`config.mk`:
```
export PLATFORM = sky130hd
export DESIGN_NAME = piece_bag_gen
export DESIGN_NICKNAME = d
export VERILOG_FILES = /design/src/rtl/piece_bag_gen.sv
export SDC_FILE = /design/constraint.sdc
export NUM_CORES = 1
export LEC_CHECK = 0
export ABC_CLOCK_PERIOD_IN_PS = 5300
export CAP_MARGIN = 10
export CORE_ASPECT_RATIO = 0.5
export CORE_MARGIN = 5
export CORE_UTILIZATION = 57
export DETAILED_ROUTE_END_ITERATION = 6
export PLACE_DENSITY_LB_ADDON = 0.25
export SETUP_SLACK_MARGIN = 0.2
export SYNTH_ARGS = -nofsm -noshare
export SYNTH_HDL_FRONTEND = slang
export SYNTH_SLANG_ARGS = --single-unit
```
`constraint.sdc`:
```
create_clock -name clk -period 5.3 [get_ports clk]
set_input_delay 1.59 -clock clk [delete_from_list [all_inputs] [get_ports clk]]
set_output_delay 1.59 -clock clk [all_outputs]
set_load 0.005 [all_outputs]
```
`src/rtl/piece_bag_gen.sv`:
```
// Piece generator: Galois LFSR feeding a short FIFO of piece codes, with an
// optional "bag" mode that blocks repeats until every code has been dealt.
// Ports:
//   clk          system clock, all state on rising edge
//   restart_n    asynchronous active-low reset
//   seed_load    synchronous reseed + queue/bag flush (overrides next_req)
//   seed         reseed value (0 is replaced by 1)
//   mode         0 = uniform random, 1 = bag
//   next_req     consume current piece (ignored while piece_valid = 0)
//   piece_out    current piece code (3'b111 when empty)
//   piece_valid  piece_out holds a valid piece
//   preview      slot k in bits [3k+2:3k], k=0 is next after piece_out
//   queue_count  occupied queue entries
module piece_bag_gen #(
  parameter int unsigned       LFSR_W        = 16,
  parameter logic [LFSR_W-1:0] TAPS          = LFSR_W'(16'hB400),
  parameter logic [LFSR_W-1:0] SEED_DEFAULT  = LFSR_W'(16'hACE1),
  parameter int unsigned       NUM_PIECES    = 7,
  parameter int unsigned       PREVIEW_DEPTH = 3
) (
  input  logic                               clk,
  input  logic                               restart_n,
  input  logic                               seed_load,
  input  logic [LFSR_W-1:0]                  seed,
  input  logic                               mode,
  input  logic                               next_req,
  output logic [2:0]                         piece_out,
  output logic                               piece_valid,
  output logic [3*PREVIEW_DEPTH-1:0]         preview,
  output logic [$clog2(PREVIEW_DEPTH+2)-1:0] queue_count
);

  localparam int unsigned QDEPTH = PREVIEW_DEPTH + 1;
  localparam int unsigned CNT_W  = $clog2(QDEPTH + 1);

  // Bag is kept 8 wide so any 3-bit candidate indexes it; only the low
  // NUM_PIECES bits can ever be set.
  localparam logic [7:0] BAG_FULL = 8'((32'd1 << NUM_PIECES) - 32'd1);
  localparam logic [LFSR_W-1:0] SEED_RST =
    (SEED_DEFAULT == '0) ? LFSR_W'(1) : SEED_DEFAULT;
  localparam logic [2:0] EMPTY = 3'b111;

  logic [LFSR_W-1:0] lfsr_q, lfsr_d;
  logic [CNT_W-1:0]  cnt_q, cnt_d;
  logic              valid_q, valid_d;
  logic [7:0]        bag_q, bag_d;
  logic [2:0]        q_q [QDEPTH];
  logic [2:0]        q_d [QDEPTH];

  logic [2:0]        cand;
  logic [LFSR_W-1:0] lfsr_step;
  logic [7:0]        bag_set;
  logic [CNT_W-1:0]  wr_idx;
  logic              push;
  logic              pop;

  // State registers; unoccupied queue entries always hold EMPTY so the
  // outputs can be wired straight from the registers.
  always_ff @(posedge clk or negedge restart_n) begin
    if (!restart_n) begin
      lfsr_q  <= SEED_RST;
      cnt_q   <= '0;
      valid_q <= 1'b0;
      bag_q   <= '0;
      for (int i = 0; i < int'(QDEPTH); i++) q_q[i] <= EMPTY;
    end else begin
      lfsr_q  <= lfsr_d;
      cnt_q   <= cnt_d;
      valid_q <= valid_d;
      bag_q   <= bag_d;
      for (int i = 0; i < int'(QDEPTH); i++) q_q[i] <= q_d[i];
    end
  end

  // Candidate selection, push/pop decision and next-state computation.
  always_comb begin
    lfsr_d    = lfsr_q;
    cnt_d     = cnt_q;
    valid_d   = valid_q;
    bag_d     = bag_q;
    q_d       = q_q;
    cand      = lfsr_q[2:0];
    lfsr_step = lfsr_q[0] ? ((lfsr_q >> 1) ^ TAPS) : (lfsr_q >> 1);
    bag_set   = bag_q | (8'd1 << cand);
    push      = 1'b0;
    pop       = 1'b0;
    wr_idx    = cnt_q;

    if (seed_load) begin
      lfsr_d  = (seed == '0) ? LFSR_W'(1) : seed;
      cnt_d   = '0;
      valid_d = 1'b0;
      bag_d   = '0;
      for (int i = 0; i < int'(QDEPTH); i++) q_d[i] = EMPTY;
    end else begin
      // Guard keeps the LFSR out of the all-zero lock-up state for any TAPS.
      lfsr_d = (lfsr_step == '0) ? LFSR_W'(1) : lfsr_step;
      // Eligibility uses the pre-pop count, so a full queue never pushes.
      push = (cnt_q < CNT_W'(QDEPTH)) && (32'(cand) < NUM_PIECES) &&
             (!mode || !bag_q[cand]);
      pop  = next_req && valid_q;

      if (pop) begin
        for (int i = 0; i < int'(QDEPTH) - 1; i++) q_d[i] = q_q[i+1];
        q_d[QDEPTH-1] = EMPTY;
      end

      if (push) begin
        wr_idx = pop ? (cnt_q - CNT_W'(1)) : cnt_q;
        for (int i = 0; i < int'(QDEPTH); i++) begin
          if (CNT_W'(i) == wr_idx) q_d[i] = cand;
        end
        if (mode) begin
          bag_d = ((bag_set & BAG_FULL) == BAG_FULL) ? 8'd0 : bag_set;
        end
      end

      if (push && !pop)      cnt_d = cnt_q + CNT_W'(1);
      else if (pop && !push) cnt_d = cnt_q - CNT_W'(1);
      valid_d = (cnt_d != '0);
    end
  end

  // Outputs are direct register taps.
  always_comb begin
    piece_out   = q_q[0];
    piece_valid = valid_q;
    queue_count = cnt_q;
    for (int k = 0; k < int'(PREVIEW_DEPTH); k++) preview[3*k +: 3] = q_q[k+1];
  end

endmodule

```
[After elaboration in Yosys (flattened, before gate mapping)]
Cells that the tools add are included.
Widths: inputs -> output; s select.
Cells by class
  reduce and logical (&&, ||, !) cells: 17
  div/mod/pow operators: 0
  add/sub/neg operators: 2
  $mul: 0
  muxes and demuxes: 23
  bitwise operators: 2
  eq/ne operators: 4
  shift-type cells: 1
  magnitude comparators: 3
Operator list (count)
  $mux 16: 4
  $mux 12: 3
  $logic_not 16->1: 2
  $mux 8: 4
  $mux 3: 9
  $or 8x8->8: 1
  $shl 1x3->8 const A: 1
  $eq 7x7->1 const B: 1
  $eq 2x3->1 const A: 2
  $lt 3x3->1 const B: 2
  $logic_and 1x1->1: 5
  $logic_not 1->1: 4
  $lt 3x4->1 const B: 1
  $not 3->4: 1
  $reduce_bool 2->1: 2
  $add 3x1->3 const B: 1
  $bmux 1 s3: 1
  $eq 1x3->1 const A: 1
  $logic_not 3->1: 1
  $reduce_bool 3->1: 1
  $sub 3x1->3 const B: 1
  $mux 1: 2
  $reduce_and 2->1: 1
  $logic_or 1x1->1: 1
Storage, ports and cells
  bits in registers: 40
  memory bits (writable): 0
  output and inout port bits: 16
  memories: 0
  memory bits (read-only): 0
  word-level logic and storage cells: 60
  latch bits: 0
  bits of input ports: 21

[Longest topological paths before layout]
Gate-level depths: netlist of the first run.
  depth after elaboration: 12
  mapped depth: 7
  mapped depth without buffers: 7

[Least setup slack after synthesis of the first run]
Ideal clock, no wire load.
  path kind: input to register
  start point: in next_req
  end point: reg valid_q (netlist: piece_valid)
  buffers on the path: 1
  stages: 6
  setup slack: 2.574 ns
  data arrival time: 2.594 ns
  data required time: 5.168 ns
  setup time: 0.132 ns
  path through: and2_1 buf_2 o32ai_1 o2bb2ai_1 mux2_2 nor2_1
On the way
  cells in the longest elaborated chain, start to end: 7
  elaborated cells between the ends (all ways): 9
  classes of those cells: mux: 4; reduce/logical: 5
Ends and longest elaborated chain
  from (decl): line 26  | input logic next_req,
  $logic_and 1x1->1 (*): line 101  | pop = next_req && valid_q;
  $logic_and 1x1->1 or $logic_not 1->1 (tied branches): line 119, 118
  $mux 3 or $logic_and 1x1->1 (tied branches): line 119, 118
  $mux 3 (*): line 118  | if (push && !pop) cnt_d = cnt_q + CNT_W'(1);
  $mux 3 (*): line 89  | if (seed_load) begin
  $reduce_bool 3->1 (*): line 120  | valid_d = (cnt_d != '0);
  $mux 1 (*): line 89
  net valid_d: line 45  | logic valid_q, valid_d;
  to (signal assigned): line 69  | valid_q <= valid_d;
  to (decl): line 45
Mark *: on every way through the listed nets, which the timed path passes. The rest lies on a longest branch. The select of a mux whose other input is x is not followed.
A chain may end at the register's enable or synchronous reset.

==> results of run 1 <==
## kinds of logic after synthesis
family | Yosys count | synth area share [%]
XOR/XNOR | 5 | 1.97
AO/OA/AOI/OAI | 43 | 15.2
AND/OR/NAND/NOR | 79 | 18.5
adder cells (fa/ha/maj) | 2 | 1.13
buffers and inverters | 24 | 4.90
multiplexers | 25 | 12.1
flip-flops | 40 | 46.2
## cell type report
type | instances | area, sq um
clock buffers | 7 | 97.6
multi-input cells | 154 | 1090
flip-flops and latches | 40 | 1030
clock inverters | 1 | 5.00
fillers | 271 | 1140
inverters | 11 | 41.3
well taps | 54 | 67.6
repair buffers | 37 | 363
## sequential cells by signal (all words and copies together), names as in the netlist
register	cells
piece_out	3
bag_q	8
piece_valid	1
queue_count	3
lfsr_q	16
preview	9
## through the flow
step	std cells	hold slack (ps)	power, uW	setup WS (ps)	utilization (%)
after CTS	304	503	1050	2040	70.3
after detailed placement	296	490	816	1720	67.6
after global routing	304	527	1110	1890	70.3
after floorplan	218	464	671	2570	-
final	304	499	1050	2020	70.3
after global placement	296	467	802	1850	67.6
## power by group
group	switching, uW	leakage (uW)	internal [uW]
registers	64.7	0.000469	383
clock network	110	0.0000534	121
logic	176	0.000570	192
## layer usage
| metal | GRT usage [%] | share of wire (%) | wire [microns] | vias up |
|---|---|---|---|---|
| met5 | 0 | 0 | 0 | - |
| met4 | 7.71 | 1.3 | 67 | 0 |
| met3 | 5.69 | 6.5 | 344 | 10 |
| met2 | 34.0 | 47 | 2500 | 78 |
| met1 | 27.2 | 45 | 2360 | 906 |
| li1 | - | - | - | 857 |
## critical path, delay by kind of cell
kind                   cells  cell delay, ps
AO/OA/AOI/OAI              1             390
buffers and inverters      1             700
AND/OR/NAND/NOR            3             610
multiplexers               1             210
## layout by cell type (no fill, tap or decap), drive strengths merged, types with 3 or more instances in the layout
master,count
a22o,3
and3,9
o21ai,5
dfstp,20
nor2,16
nor3,7
mux2i,13
o32ai,4
a21oi,6
nand2,24
mux2,12
clkbuf,7
nor4,6
inv,11
a211oi,9
nand3,6
dfrtp,20
xnor2,4
clkdlybuf4s50,35
## worst paths after layout
| kind | start | to | slack, ps | cells past startpoint |
|---|---|---|---|---|
| worst max-delay path | next_req | preview[1]$_DFF_PN1_ | 2020 | 6 |
| worst min-delay path | bag_q[7]$_DFFE_PN0P_ | bag_q[7]$_DFFE_PN0P_ | 500 | 2 |
| worst max register to register | lfsr_q[1]$_DFF_PN0_ | piece_valid$_DFF_PN0_ | 2740 | 5 |
| worst min register to register | bag_q[7]$_DFFE_PN0P_ | bag_q[7]$_DFFE_PN0P_ | 500 | 2 |
| max in group asynchronous | restart_n | lfsr_q[14]$_DFF_PN0_ | 3340 | 1 |
| min in group asynchronous | restart_n | queue_count[1]$_DFF_PN0_ | 1400 | 1 |
==> results.sh, run 1 <==
export IMPL_critPathKind="in2reg"
export IMPL_place_area_sq_mm=0.00258
export IMPL_status="complete, no violations"
export IMPL_cpPeakStageDelay_ps=700
export IMPL_wl_per_cell_microns=17.3
export IMPL_finalHoldViolations=0
export IMPL_critPathRequiredTime_ps=5520
export IMPL_setup_viol=0
export IMPL_rsz0062_at_grt="no"
export IMPL_cap_violations=0
export IMPL_synth_most_common_cell="nand2_1"
export IMPL_pin_count=37
export IMPL_dp_hpwl_mm=3.64
export IMPL_clockBufferDepth=2
export IMPL_cp_max_fo=12
export IMPL_drc_errors=0
export IMPL_synth_cell_types=47
export IMPL_core_area_sq_mm=0.00382
export IMPL_synth_flop_cell="dfstp_2"
export IMPL_arrival_ps=3510
export IMPL_layout_drive_gt1_share_pct=19.6
export IMPL_async_flop_share_pct=100
export IMPL_cp_end_kind="flip-flop"
export IMPL_synth_nets=241
export IMPL_clkTransAtPathRegs_ps=80
export IMPL_cts_resized=0
export IMPL_final_nets=272
export IMPL_grt_pass1_vias=1748
export IMPL_postSynthCellCount=218
export IMPL_synth_edf_count=0
export IMPL_grt_antenna_before_repair=0
export IMPL_grt_pass1_wl_mm=8.65
export IMPL_firstDrtPassIters=4
export IMPL_clock_latency_ps=300
export IMPL_cp_start_kind="input port"
export IMPL_p_per_area_mw_per_mm2=389
export IMPL_fmax_ghz=0.304
export IMPL_setup_tns_ps=0
export IMPL_tightest_slew_ps=872
export IMPL_route_vias_total=1851
export IMPL_ys_ff_latch=40
export IMPL_ys_seq_area_share_pct=46.2
export IMPL_cts_made_buffers=5
export IMPL_gr_usage_all_layers_pct=20.9
export IMPL_drtAntennaViolNets=0
export IMPL_cts_tree="built"
export IMPL_ys_warn_count=0
export IMPL_hp_class="reg2reg"
export IMPL_crit_chain="clkdlybuf4s50_1 -> and2_1 -> nand2_1 -> o32ai_1 -> nand2_4 -> mux2i_1"
export IMPL_die_y_microns=54.2
export IMPL_rows=16
export IMPL_cts_sinks=40
export IMPL_area_growth_pct=20.9
export IMPL_die_area_sq_mm=0.00532
export IMPL_yosysTopAreaCellShare_pct=23.6
export IMPL_drt_iter0_drc=95
export IMPL_synthTopCellsByArea="dfstp_2 24%, dfrtp_1 23%, mux2i_1 5.9%, mux2_2 5.6%, nand2_1 3.5%"
export IMPL_holdBufCountCts=0
export IMPL_htree_levels=2
export IMPL_yosysTopAreaCell="dfstp_2"
export IMPL_fin_area_sq_mm=0.00269
export IMPL_grt_overflow_total=0
export IMPL_slew_viol_final=0
export IMPL_cpMaxStageDelayCell="clkdlybuf4s50_1"
export IMPL_fin_skew_ps=4.50
export IMPL_vdd_drop_max_mv=0.198
export IMPL_wirelength_mm=5.27
export IMPL_n_antenna_cell=0
export IMPL_period_share_pct=62.0
export IMPL_start_util_pct=58.1
export IMPL_postCtsSetupBuffers=0
export IMPL_die_w_microns=98.3
export IMPL_viasPerCell=6.09
export IMPL_relSlewSlack_pct=41.9
export IMPL_place_congestion=0.869
export IMPL_syn_area_sq_mm=0.00222
export IMPL_synth_common_cells="21 x nand2_1, 20 x dfrtp_1, 20 x dfstp_2"
export IMPL_syn_avg_cell_area_sq_um=10.2
export IMPL_portBuffers=36
export IMPL_cts_root_buf="clkbuf_8"
export IMPL_grt_max_degree=41
export IMPL_leakagePower_uw=0.00109
export IMPL_fin_crit_ps=3280
Power figures use the tool's default switching activity.
==> run 2, diff against run 1 <==
--- a/config.mk
+++ b/config.mk
@@ -5,11 +5,11 @@
 export SDC_FILE = /design/constraint.sdc
 export NUM_CORES = 1
 export LEC_CHECK = 0
-export ABC_CLOCK_PERIOD_IN_PS = 5300
+export ABC_CLOCK_PERIOD_IN_PS = 2800
 export CAP_MARGIN = 10
 export CORE_ASPECT_RATIO = 0.5
 export CORE_MARGIN = 5
-export CORE_UTILIZATION = 57
+export CORE_UTILIZATION = 48
 export DETAILED_ROUTE_END_ITERATION = 6
 export PLACE_DENSITY_LB_ADDON = 0.25
 export SETUP_SLACK_MARGIN = 0.2
==> constraint.sdc (replaced) <==
create_clock -name clk -period 2.8 [get_ports clk]
set_input_delay 0.84 -clock clk [delete_from_list [all_inputs] [get_ports clk]]
set_output_delay 0.84 -clock clk [all_outputs]
set_load 0.005 [all_outputs]
==> run 2 against run 1 <==
  * Sequential share of layout area decreased by 0.47 points
  * Die area increased by 16%
  * Clock skew decreased by 0.72 ps
  * Cell count increased by 2.3%
  * Cell area increased by 1.3%
==> results.sh, run 2 (synthesis gave the netlist of run 1 again) <==
export IMPL_fin_cells=311
export IMPL_fin_skew_ps=3.78
export IMPL_setup_tns_ps=0
export IMPL_power_total_uw=1970
export IMPL_place_congestion=0.880
export IMPL_drt_iter0_drc=59
export IMPL_die_y_microns=58.1
export IMPL_whs_endpoint="bag_q[7]$_DFFE_PN0P_"
export IMPL_postCtsSetupBuffers=0
export IMPL_reg2reg_slack_ps=590
export IMPL_n_antenna_cell=0
export IMPL_die_w_microns=106
export IMPL_cts_resized=0
export IMPL_slew_viol_final=0
export IMPL_finalHoldViolations=0
export IMPL_layout_drive_gt1_share_pct=20.5
export IMPL_holdBufCountCts=0
export IMPL_fin_crit_ps=2270
export IMPL_fmax_ghz=0.441
export IMPL_nFillCells=378
export IMPL_firstDrtPassIters=4
export IMPL_cts_made_buffers=5
export IMPL_tightest_slew_ps=891
export IMPL_grt_overflow_total=0
export IMPL_cts_tree="built"
export IMPL_holdPathStages=2
export IMPL_portBuffers=36
export IMPL_critPathKind="in2reg"
export IMPL_largest_reg_flops=16
export IMPL_final_common_cell="clkdlybuf4s50_1"
export IMPL_pin_count=37
export IMPL_p_per_area_mw_per_mm2=722
export IMPL_clkTransAtPathRegs_ps=80
export IMPL_final_nets=276
export IMPL_largest_register="lfsr_q"
export IMPL_critPathRequiredTime_ps=3020
export IMPL_cp_end_kind="flip-flop"
export IMPL_viasPerCell=5.90
export IMPL_dp_hpwl_mm=3.68
export IMPL_gr_usage_all_layers_pct=18.0
export IMPL_cts_root_buf="clkbuf_8"
export IMPL_start_util_pct=50.0
export IMPL_die_area_sq_mm=0.00617
export IMPL_htree_levels=2
export IMPL_rows=17
export IMPL_setup_viol=0
export IMPL_hp_class="reg2reg"
export IMPL_r2r_end="piece_valid$_DFF_PN0_"
export IMPL_period_share_pct=81.0
export IMPL_core_area_sq_mm=0.00445
export IMPL_drtAntennaViolNets=0
export IMPL_grt_antenna_before_repair=0
export IMPL_cap_violations=0
export IMPL_relSlewSlack_pct=40.6
export IMPL_mostFrequentLayoutCells="35 x clkdlybuf4s50_1, 21 x nand2_1, 20 x dfrtp_1, 20 x dfstp_2, 15 x nor2_1"
export IMPL_timing_rr_start="lfsr_q[1]$_DFF_PN0_"
export IMPL_reg2reg_depth=6
export IMPL_leakagePower_uw=0.00111
export IMPL_cp_start_kind="input port"
export IMPL_worstHoldStart="bag_q[7]$_DFFE_PN0P_"
export IMPL_drc_errors=0
export IMPL_dp_cells=303
export IMPL_grt_pass1_wl_mm=8.91
export IMPL_wl_per_cell_microns=16.9
export IMPL_grt_max_degree=41
export IMPL_grt_pass1_vias=1917
export IMPL_clockBufferDepth=2
export IMPL_cp_max_fo=8
export IMPL_wirelength_mm=5.25
export IMPL_clock_latency_ps=290
export IMPL_route_vias_total=1835
export IMPL_status="complete, no violations"
export IMPL_cts_sinks=40
export IMPL_vdd_drop_max_mv=0.315
export IMPL_rsz0062_at_grt="no"
export IMPL_area_growth_pct=22.5
export IMPL_arrival_ps=2490
## run 2: cell types whose count changed in the layout (fill, tap and decap cells not counted), sizes merged
cell    change
clkbuf      +1
clkinv      -1
buf         +4
## run 2: critical path: stages
cell and delay, ps:
clkdlybuf4s50_1 470, and2_1 290, nand2_1 160, o32ai_1 440
nand2_4 120, mux2i_1 170
## run 2: report_power, final
group / internal (uW) / switching, uW / leakage (uW) / total (uW)
logic: 385 / 329 / 0.000593 / 715
registers: 725 / 124 / 0.000469 / 849
clock network: 201 / 201 / 0.0000455 / 402
total: 1310 / 654 / 0.00111 / 1970
## run 2: how the worst max path moves through the flow
stage                     startpoint                     to  slack (ps)  cells past startpoint
2_1_floorplan               next_req  piece_valid$_DFF_PN0_         820                      6
3_3_place_gp                next_req   preview[1]$_DFF_PN1_         330                      6
3_5_place_dp                next_req   preview[0]$_DFF_PN1_         250                      6
4_1_cts        piece_valid$_DFF_PN0_            piece_valid         520                      1
5_1_grt                     next_req   preview[0]$_DFF_PN1_         420                      6
6_report                    next_req   preview[1]$_DFF_PN1_         530                      6
## run 2: per-layer routing
metal / track usage, % / share of wire (%) / vias to the layer above
met2: 29.3 / 47 / 52
li1: - / - / 867
met1: 23.5 / 46 / 904
met5: 0 / 0 / -
met3: 4.89 / 5.6 / 12
met4: 6.46 / 1.3 / 0
## run 2: cell type report
type	count	area (sq um)	share of cell area, %
Clock buffer	8	90.1	3.31
Multi-Input combinational cell	154	1090	40.0
Inverter	11	41.3	1.52
Tap cell	57	71.3	2.62
Sequential cell	40	1030	37.7
Timing Repair Buffer	41	405	14.9
## run 2: stage by stage
step / setup WS (ps) / instance area (sq um) / hold slack (ps) / utilization (%)
after floorplan: 824 / 2220 / 464 / -
after global placement: 329 / 2630 / 477 / 59.2
after detailed placement: 251 / 2630 / 481 / 59.2
after CTS: 517 / 2720 / 498 / 61.2
final: 531 / 2720 / 494 / 61.2
after global routing: 425 / 2720 / 513 / 61.2
